### src/rtl/de_bcd_converter.sv
// Sequential binary-to-BCD converter (shift-add-3 / double-dabble).
// Captures the engine result on start, iterates once per bit, then
// presents packed BCD digits with a one-cycle done_tick.
module de_bcd_converter #(
  parameter int W      = 13,
  parameter int DIGITS = 4
) (
  input  logic                  clk,
  input  logic                  reset,
  input  logic [W-1:0]          bin_in,
  input  logic                  start,
  output logic                  ready,
  output logic                  done_tick,
  output logic [4*DIGITS-1:0]   bcd_out
);

  localparam int CW = $clog2(W + 1);
  localparam int BW = 4 * DIGITS;

  typedef enum logic [1:0] {
    IDLE,
    OP,
    DONE
  } state_t;

  state_t          state;
  state_t          state_next;
  logic [W-1:0]    bin_shift;
  logic [BW-1:0]   bcd_work;
  logic [BW-1:0]   bcd_adj;
  logic [BW+W-1:0] shifted;
  logic [CW-1:0]   cnt;
  logic            last_iter;

  // One double-dabble step: correct every digit above 4, then shift left.
  always_comb begin
    bcd_adj = bcd_work;
    for (int i = 0; i < DIGITS; i++) begin
      if (bcd_work[4*i +: 4] > 4'd4) begin
        bcd_adj[4*i +: 4] = bcd_work[4*i +: 4] + 4'd3;
      end
    end
    shifted = {bcd_adj[BW-2:0], bin_shift, 1'b0};
  end

  // The W-th iteration is the one taken while the counter holds W-1.
  assign last_iter = (cnt == CW'(W - 1));

  // Next-state and Moore outputs.
  always_comb begin
    // NOTE: every output of a combinational block gets a default first so
    // no path leaves it unassigned, which would otherwise infer a latch.
    state_next = state;
    ready      = 1'b0;
    done_tick  = 1'b0;
    case (state)
      IDLE: begin
        ready = 1'b1;
        if (start) state_next = OP;
      end
      OP: begin
        if (last_iter) state_next = DONE;
      end
      DONE: begin
        done_tick  = 1'b1;
        state_next = IDLE;
      end
      default: state_next = IDLE;
    endcase
  end

  // State register and datapath; reset aborts any conversion in flight.
  always_ff @(posedge clk) begin
    // NOTE: sequential state uses non-blocking assignments so every register
    // samples the pre-edge values, independent of statement order.
    if (reset) begin
      state     <= IDLE;
      bin_shift <= '0;
      bcd_work  <= '0;
      cnt       <= '0;
      bcd_out   <= '0;
    end else begin
      state <= state_next;
      case (state)
        IDLE: begin
          if (start) begin
            bin_shift <= bin_in;
            bcd_work  <= '0;
            cnt       <= '0;
          end
        end
        OP: begin
          {bcd_work, bin_shift} <= shifted;
          cnt                   <= cnt + 1'b1;
          if (last_iter) bcd_out <= shifted[BW+W-1:W];
        end
        default: ;
      endcase
    end
  end

endmodule

### config.mk
export PLATFORM = sky130hd
export DESIGN_NAME = de_bcd_converter
export DESIGN_NICKNAME = d
export VERILOG_FILES = /design/src/rtl/de_bcd_converter.sv
export SDC_FILE = /design/constraint.sdc
export NUM_CORES = 1
export LEC_CHECK = 0
export CORE_ASPECT_RATIO = 1.75
export CORE_UTILIZATION = 50
export CTS_BUF_LIST = sky130_fd_sc_hd__clkbuf_2
export DETAILED_ROUTE_END_ITERATION = 16
export PLACE_DENSITY = 0.79
export SLEW_MARGIN = 25
export SYNTH_ARGS = -nofsm -noshare
export SYNTH_HDL_FRONTEND = slang
export SYNTH_SLANG_ARGS = --single-unit
export TNS_END_PERCENT = 5
### constraint.sdc
create_clock -name clk -period 3.3 [get_ports clk]
set_input_delay 0.66 -clock clk [delete_from_list [all_inputs] [get_ports clk]]
set_output_delay 0.66 -clock clk [all_outputs]
set_load 0.1 [all_outputs]
[Word level (Yosys, flattened, before mapping)]
Cells that the tools add are included.
Word-level totals
  bits in registers: 51
  input port bits: 16
  output and inout port bits: 18
  logic and storage cells: 39
Cells by class
  add/subtract/negate cells: 5
  order comparisons: 4
  equality and inequality tests: 5
  muxes and demuxes: 15
  reduce and logical (&&, ||, !) cells: 5
Operators with widths (number)
  $pmux 16 s2: 1
  $pmux 13 s2: 1
  $gt 4x3->1 const B: 4
  $mux 16: 1
  $mux 4: 4
  $mux 13: 1
  $add 4x2->4 const B: 3
  $pmux 4 s2: 1
  $reduce_and 2->1: 3
  $add 4x1->4 const B: 1
  $eq 4x4->1 const B: 1
  $mux 2: 2
  $ne 2x2->1 const B: 2
  $pmux 2 s2: 1
  $add 3x2->3 const B: 1
  $mux 3: 1
  $eq 2x1->1 const B: 1
  $eq 2x2->1 const B: 1
  $logic_not 2->1: 1
  $mux 1: 2
  $reduce_bool 2->1: 1

[Logic depth before layout (Yosys ltp)]
Gate-level depths: netlist of run 1.
  word-level depth: 3
  mapped depth: 6
  mapped depth without buffers: 5

[Worst setup path before layout of run 1]
OpenSTA, ideal clock, no wires.
  kind: reg-to-output
  from: register state[1]
  to: output port done_tick
  arrival: 2367 ps
  data required time: 2640 ps
  slack: 273 ps
  cell stages (with the launch flop): 5
  path buffers: 3
  cell sequence: dfxtp_1 buf_6 clkbuf_1 clkbuf_1 nor2b_1
Between the ends
  word-level cells in the longest chain between the ends: 2
Ends and longest elaborated chain
  start, declared: RTL line 26  | state_t state;
  start signal, assigned: RTL line 83  | state <= state_next;
  $eq 2x2->1: RTL line 56  | case (state)
  $mux 1: RTL line 56
  end, declared: RTL line 13  | output logic done_tick,
Every way passes these cells.

[Worst setup path in the final report of run 1]
Same ends and word-level chain as after synthesis.

==> run_results.csv, run 1 <==
group,metric,value,unit
cts,ctsResizeCount,0,
finish,area_growth,15.5,%
synth,synth_fp_nets,308,
die,die_area,0.00522,sq mm
setup_path,r2r-end,"bcd_out[15]",
synth,synth_flop_cell,"dfxtp_1",
min_path,hold_path_end,"bcd_out[10]",
die,core,0.00471,sq mm
power,power_density,423,mW/mm^2
synth,ys_ff_latch,51,
cts,cts.sinks,51,
die,die_y,94.9,um
min_path,whs_path_depth,2,
finish,final_cells,361,
placed_design,dpl.hpwl,4.00,mm
cts,clockRootBuffer,"clkbuf_2",
power,p_int,0.902,mW
synth,avgSynthCellArea,8.74,sq um
setup_path,worstPathRequired,2.64,ns
timing,drv_slew,0,
finish,drive_above_1_share,0.146,
synth,yosysSeqAreaShare,0.414,
power,p_switching,0.302,mW
synth,ys_types,41,
placed_design,gp_congestion,0.844,
run,cap_violations,0,
finish,fin_nets,334,
min_path,min_from,"bcd_out[10]",
route,wire_per_inst,15.3,um
timing,finClkSkew,0.0276,ns
finish,layout_common_cells,"dfxtp_1, a21oi_1, buf_4",
die,die_w,55.1,um
timing,max_freq,420,MHz
synth,syn_inst,282,
setup_path,rrSetupSlack,1.35,ns
synth,async_reset_ff_frac,0,
setup_path,cp_max_fo,20,
global_routing,grt_pass1_vias,2026,
route,drt-total-wl,5.52,mm
setup_path,critPathKind,"register to output port",
route,vias,2113,
setup_path,reg2reg_depth,3,
route,drc,0,
global_routing,grt_pass1_wl,8.91,mm
die,initial_core_util,0.523,
route,drt_iter0_drc,37,
finish,diodes,0,
timing,setup_viol,0,
placed_design,place_inst,353,
cts,ctsLongestPathBuffers,2,
outcome,status,"finished clean",
placed_design,port_buffers,33,
global_routing,gr-total-overflow,0,
global_routing,grt_use_total,0.233,
timing,tightestPinTransition,0.694,ns
global_routing,antenna_found_initial,0,
timing,rsz0062_at_grt,"false",
min_path,min_path_type,"register to register",
cts,cts_tree,"done",
power,ir_drop,0.544,mV
setup_path,critPathLaunchType,"register",
route,drt-pass1-iter-count,6,
timing,fin_crit,2.38,ns
cts,cts.clk_slew.worst_paths,0.24,ns
die,fp-row-count,33,
synth,ys_warn_count,0,
power,finalPower,1.20,mW
power,seq_power_share,0.547,
synth,syn_area,0.00246,sq mm
global_routing,grt_max_degree,24,
cts,numCtsBuffers,5,
cts,clk-insertion-delay-late,0.45,ns
power,p_clk_frac,0.340,
timing,totalNegativeSetupSlack,0,ns
setup_path,critical_path.endpoint_type,"output port",
timing,period_share,0.721,
cts,htreeDepth,2,
finish,final_common_cell,"dfxtp_1",
route,viasPerCell,5.85,
cts,post_cts_buffers,0,
synth,synth_edf_count,0,
power,p_leak,1.07,nW
power,pwr-share-comb,0.114,
setup_path,reg2reg_from,"state[1]",
timing,hold_violations,0,
setup_path,arrival,1.72,ns
route,ant_nets,0,
timing,maxSlewHeadroom,0.531,
die,io_pins,34,
cts,ctsHoldBuffers,0,
power,sw_frac_of_total,0.251,
## power by group through the flow
stage | Combinational [mW] | Clock, mW | Sequential, mW
final | 0.137 | 0.409 | 0.658
after global routing | 0.150 | 0.443 | 0.662
after CTS | 0.138 | 0.417 | 0.658
after detailed placement | 0.138 | 0 | 0.670
after global placement | 0.135 | 0 | 0.670
after floorplan | 0.0997 | 0 | 0.661
## cell families after synthesis
logic type               after synthesis  synth area share
AO/OA/AOI/OAI                         95             0.281
adder cells (fa/ha/maj)               10            0.0508
AND/OR/NAND/NOR                       81             0.162
buffers and inverters                 41            0.0752
flip-flops                            51             0.414
multiplexers                           4            0.0168
## cell usage after synthesis (2+ instances only)
library cell  number  area share
o221a_2            9       0.041
nor2_1            23       0.035
o31ai_1            4       0.012
o22ai_1            7       0.018
o2bb2ai_1          3       0.011
buf_1              2      0.0030
a21oi_1           26       0.053
ha_1              10       0.051
nor3_1             8       0.016
o21ai_0            8       0.016
clkbuf_1           8       0.012
mux2i_1            3       0.012
nand2_1           15       0.023
o21a_1             8       0.024
nor2b_1           15       0.038
a211oi_1           6       0.018
inv_1             20       0.030
o32ai_1           12       0.043
nor3b_1            2      0.0061
a22o_1             4       0.014
dfxtp_1           51        0.41
buf_6              3       0.014
nand2b_1           4       0.010
buf_2              7       0.014
nand3_1            8       0.016
## critical path: stages, from the launching register on
cell     delay [ns]
dfxtp_1        0.78
nor2b_1        0.21
buf_4          0.30
## worst max-delay path by stage
stage                   endpoint  cells after the start      from
floorplan              done_tick                      4  state[1]
detailed placement  bcd_work[15]                      4     reset
global route           done_tick                      2  state[1]
finish                 done_tick                      2  state[1]
global placement    bcd_work[15]                      4     reset
CTS                    done_tick                      2  state[1]
## state kept, by name, indices dropped and copies added (netlist names)
signal and cells:
bin_shift 13, bcd_out 16, cnt 4, bcd_work 16
state 2
## per-layer routing
metal	share of wire	track usage	vias up
met5	0	0	-
met4	0.029	0.119	0
met3	0.035	0.0419	13
met2	0.52	0.409	39
met1	0.41	0.251	994
li1	-	-	1067
## metrics by stage
stage	hold WS (ns)	utilization	area, sq um	worst slack [ns]
2_1_floorplan	0.443	-	2460	0.273
3_3_place_gp	0.460	0.585	2750	0.975
3_5_place_dp	0.468	0.585	2750	0.945
4_1_cts	0.502	0.604	2850	0.889
5_1_grt	0.519	0.604	2850	0.730
6_report	0.497	0.604	2850	0.921
## final cells by class
class,instances,area [sq um]
inverters,21,78.8
clock inverters,3,67.6
fillers,445,1860
flip-flops and latches,51,1020
repair buffers,39,330
well taps,52,65.1
multi-input cells,190,1260
clock buffers,5,25.0
No activity file was read; power rests on OpenSTA's default activity.
==> inputs of run 2 (changes only) <==
==> constraint.sdc (replaced) <==
create_clock -name clk -period 2.3 [get_ports clk]
set_input_delay 0.46 -clock clk [delete_from_list [all_inputs] [get_ports clk]]
set_output_delay 0.46 -clock clk [all_outputs]
set_load 0.1 [all_outputs]
==> run 2 against run 1 <==
  * Hold slack worse by 0.0048 ns
  * Count of clock-buffer cells in the layout stayed put
  * Clock power is 13% lower
  * Critical endpoint is now ready
==> run_results.csv, run 2 (synthesis results as in run 1) <==
group,metric,value,unit
finish,area_growth,17.0,%
cts,clockRootBuffer,"clkbuf_2",
power,ir_drop,0.354,mV
cts,ctsResizeCount,0,
timing,period_share,0.893,
cts,ctsHoldBuffers,0,
timing,rsz0062_at_grt,"false",
global_routing,grt_pass1_vias,1994,
route,drt-pass1-iter-count,4,
setup_path,worstPathRequired,1.84,ns
die,die_y,94.9,um
die,die_w,55.1,um
placed_design,port_buffers,33,
finish,layout_common_cells,"dfxtp_1, buf_4, a21oi_1",
finish,nFillCells,433,
finish,drive_above_1_share,0.174,
global_routing,gr-total-overflow,0,
cts,clk-insertion-delay-late,0.44,ns
cts,cts.clk_slew.worst_paths,0.26,ns
setup_path,critPathKind,"register to output port",
route,drt_iter0_drc,38,
route,wire_per_inst,15.2,um
die,initial_core_util,0.523,
setup_path,critPathLaunchType,"register",
timing,hold_violations,0,
route,drc,0,
route,ant_nets,0,
cts,numCtsBuffers,5,
power,power_density,527,mW/mm^2
finish,reg.largest.list,"bcd_out x16, bcd_work x16, bin_shift x13",
timing,finClkSkew,0.0252,ns
timing,drv_slew,0,
global_routing,antenna_found_initial,0,
placed_design,gp_congestion,0.821,
timing,totalNegativeSetupSlack,0,ns
finish,final_cells,369,
timing,finalWorstSetupSlack,0.245,ns
global_routing,grt_max_degree,18,
min_path,min_path_type,"register to register",
placed_design,place_inst,361,
die,die_area,0.00522,sq mm
setup_path,cp_max_fo,17,
run,cap_violations,0,
cts,cts_tree,"done",
finish,final_common_cell,"dfxtp_1",
setup_path,critical_path.endpoint_type,"output port",
cts,post_cts_buffers,0,
cts,ctsLongestPathBuffers,2,
route,drt-total-wl,5.59,mm
die,core,0.00471,sq mm
die,fp-row-count,33,
timing,max_freq,487,MHz
route,vias,2129,
cts,htreeDepth,2,
timing,setup_viol,0,
route,viasPerCell,5.77,
global_routing,grt_use_total,0.236,
timing,maxSlewHeadroom,0.519,
placed_design,dpl_worst_slack,0.324,ns
timing,fin_crit,2.05,ns
finish,stdcell_area,0.00288,sq mm
placed_design,placed_cell_area,0.00284,sq mm
die,io_pins,34,
finish,diodes,0,
outcome,status,"finished clean",
finish,fin_nets,342,
cts,cts.sinks,51,
timing,tightestPinTransition,0.711,ns
global_routing,grt_pass1_wl,8.86,mm
placed_design,dpl.hpwl,4.16,mm
power,p_leak,1.10,nW
setup_path,arrival,1.59,ns
[run 2: report_power, final]
group | switching (mW) | total, mW | internal, mW
registers | 0.0297 | 0.946 | 0.916
logic | 0.115 | 0.217 | 0.102
clock network | 0.287 | 0.356 | 0.0699
[run 2: path summary, 6_finish.rpt]
path	cells after the start	endpoint	slack [ns]	start
max	3	ready	0.25	state[1]
min	2	bcd_out[14]	0.49	bcd_out[14]
max reg2reg	4	bin_shift[10]	0.56	state[1]
min reg2reg	2	bcd_out[14]	0.49	bcd_out[14]
[run 2: per-stage QoR]
step	power, mW	hold slack (ns)	util
2_1_floorplan	1.09	0.443	-
3_3_place_gp	1.17	0.463	0.604
3_5_place_dp	1.18	0.466	0.604
4_1_cts	1.53	0.496	0.612
5_1_grt	1.58	0.518	0.612
6_report	1.52	0.492	0.612
[run 2: per-layer routing]
metal / GRT usage / wire length [um] / vias to the layer above
met5: 0 / 0 / -
met4: 0.119 / 138 / 0
met3: 0.0354 / 151 / 13
met2: 0.421 / 2950 / 32
met1: 0.253 / 2360 / 998
li1: - / - / 1086
[run 2: final cells by class]
| type | count | area [sq um] | area share |
|---|---|---|---|
| Tap cell | 52 | 65.1 | 0.0226 |
| Clock inverter | 3 | 15.0 | 0.00521 |
| Multi-Input combinational cell | 190 | 1260 | 0.438 |
| Inverter | 21 | 78.8 | 0.0273 |
| Timing Repair Buffer | 47 | 415 | 0.144 |
| Clock buffer | 5 | 25.0 | 0.00868 |
| Sequential cell | 51 | 1020 | 0.354 |
[run 2: critical path, stage by stage, from the launching register on]
cell     delay [ns]
dfxtp_1        0.61
buf_4          0.30
nor2_2         0.07
buf_12         0.16
==> inputs of run 3 (changes only) <==
--- a/config.mk
+++ b/config.mk
@@ -5,7 +5,6 @@
 export SDC_FILE = /design/constraint.sdc
 export NUM_CORES = 1
 export LEC_CHECK = 0
-export CORE_ASPECT_RATIO = 1.75
 export CORE_UTILIZATION = 50
 export CTS_BUF_LIST = sky130_fd_sc_hd__clkbuf_2
 export DETAILED_ROUTE_END_ITERATION = 16
==> run 3 against run 2 <==
  * Global-route usage shrank 0.70 points
  * Total power is 0.73% lower
  * Clock skew fell by 0.011 ns
  * Critical path type unchanged
  * Critical endpoint unchanged
  * Largest cell class unchanged
==> run_results.csv, run 3 (synthesis results as in run 1) <==
group,metric,value,unit
outcome,status,"finished clean",
global_routing,grt_use_total,0.229,
placed_design,port_buffers,33,
power,p_int,1.09,mW
route,drc,0,
cts,ctsLongestPathBuffers,2,
power,p_switching,0.418,mW
die,die_w,72.2,um
timing,rsz0062_at_grt,"false",
cts,post_cts_buffers,0,
route,wire_per_inst,14.7,um
route,vias,2191,
setup_path,critical_path.endpoint_type,"output port",
setup_path,cp_max_fo,15,
min_path,min_path_type,"register to register",
finish,final_core_util,0.614,
die,fp-row-count,25,
finish,diodes,0,
die,core,0.00472,sq mm
global_routing,antenna_found_initial,0,
power,p_leak,1.09,nW
route,drt_iter0_drc,171,
finish,fin_nets,342,
placed_design,placed_cell_area,0.00286,sq mm
setup_path,worstPathRequired,1.84,ns
die,die_area,0.00521,sq mm
cts,cts_tree,"done",
power,power_density,520,mW/mm^2
finish,final_common_cell,"dfxtp_1",
timing,maxSlewHeadroom,0.586,
timing,whs,0.501,ns
finish,layout_common_cells,"dfxtp_1, buf_4, a21oi_1",
power,seq_power_share,0.624,
cts,clockRootBuffer,"clkbuf_2",
setup_path,crit_path_max_incr_delay,0.66,ns
placed_design,dpl.hpwl,3.97,mm
setup_path,critPathSlowestCell,"dfxtp_1",
timing,drv_slew,0,
timing,finalWorstSetupSlack,0.228,ns
placed_design,dpl_worst_slack,0.171,ns
timing,totalNegativeSetupSlack,0,ns
cts,numCtsBuffers,5,
global_routing,grt_max_degree,19,
placed_design,gp_congestion,0.809,
timing,setup_viol,0,
cts,ctsHoldBuffers,0,
run,cap_violations,0,
timing,max_freq,483,MHz
global_routing,grt_pass1_wl,9.40,mm
setup_path,critPathKind,"register to output port",
setup_path,critPathLaunchType,"register",
placed_design,place_inst,376,
setup_path,arrival,1.61,ns
setup_path,rrSetupSlack,0.46,ns
cts,clk-insertion-delay-late,0.42,ns
finish,area_growth,17.7,%
route,drt-pass1-iter-count,4,
finish,reg.largest.list,"bcd_out x16, bcd_work x16, bin_shift x13",
route,drt-total-wl,5.65,mm
power,finalPower,1.51,mW
cts,htreeDepth,2,
die,io_pins,34,
die,die_y,72.2,um
setup_path,reg2reg_depth,4,
min_path,whs_path_depth,2,
cts,cts.clk_slew.worst_paths,0.23,ns
timing,hold_violations,0,
global_routing,gr-total-overflow,0,
power,pwr-share-comb,0.146,
timing,fin_crit,2.07,ns
setup_path,crit_chain,"buf_4 -> nor2_2 -> buf_12",
die,initial_core_util,0.522,
power,p_clk_frac,0.230,
cts,ctsResizeCount,0,
route,ant_nets,0,
finish,drive_above_1_share,0.167,
timing,finClkSkew,0.0138,ns
timing,period_share,0.901,
global_routing,grt_pass1_vias,2004,
cts,cts.sinks,51,
route,viasPerCell,5.71,
timing,tightestPinTransition,0.612,ns
finish,stdcell_area,0.00290,sq mm
power,ir_drop,0.294,mV
finish,final_cells,384,
power,sw_frac_of_total,0.277,
-- run 3: critical path: cells and delay by family (launching register included) --
family / cells / cell delay (ns)
and+or+nand+nor: 1 / 0.07
buffers and inverters: 2 / 0.47
DFF: 1 / 0.66
-- run 3: power groups by stage --
stage               registers [mW]  logic (mW)  clock network [mW]
floorplan                    0.949       0.144                   0
global placement             0.957       0.214                   0
detailed placement           0.958       0.217                   0
CTS                          0.941       0.218               0.356
global route                 0.946       0.238               0.389
finish                       0.941       0.220               0.346
-- run 3: area by class of cell --
| cell class | count | area (sq um) |
|---|---|---|
| Fill cell | 416 | 1820 |
| Multi-Input combinational cell | 190 | 1260 |
| Sequential cell | 51 | 1020 |
| Timing Repair Buffer | 47 | 415 |
| Tap cell | 67 | 83.8 |
| Inverter | 21 | 78.8 |
| Clock buffer | 6 | 30.0 |
| Clock inverter | 2 | 7.51 |
-- run 3: final timing paths --
kind	from	endpoint
setup / recovery	state[1]	ready
hold / removal	bcd_out[13]	bcd_out[13]
setup reg to reg	state[0]	bcd_out[2]
hold reg to reg	bcd_out[13]	bcd_out[13]
-- run 3: metal layers --
metal,global-route usage,share of wire,vias to the layer above
li1,-,-,1085
met1,0.309,0.49,1045
met2,0.366,0.46,54
met3,0.0556,0.044,7
met4,0.0654,0.011,0
met5,0,0,-
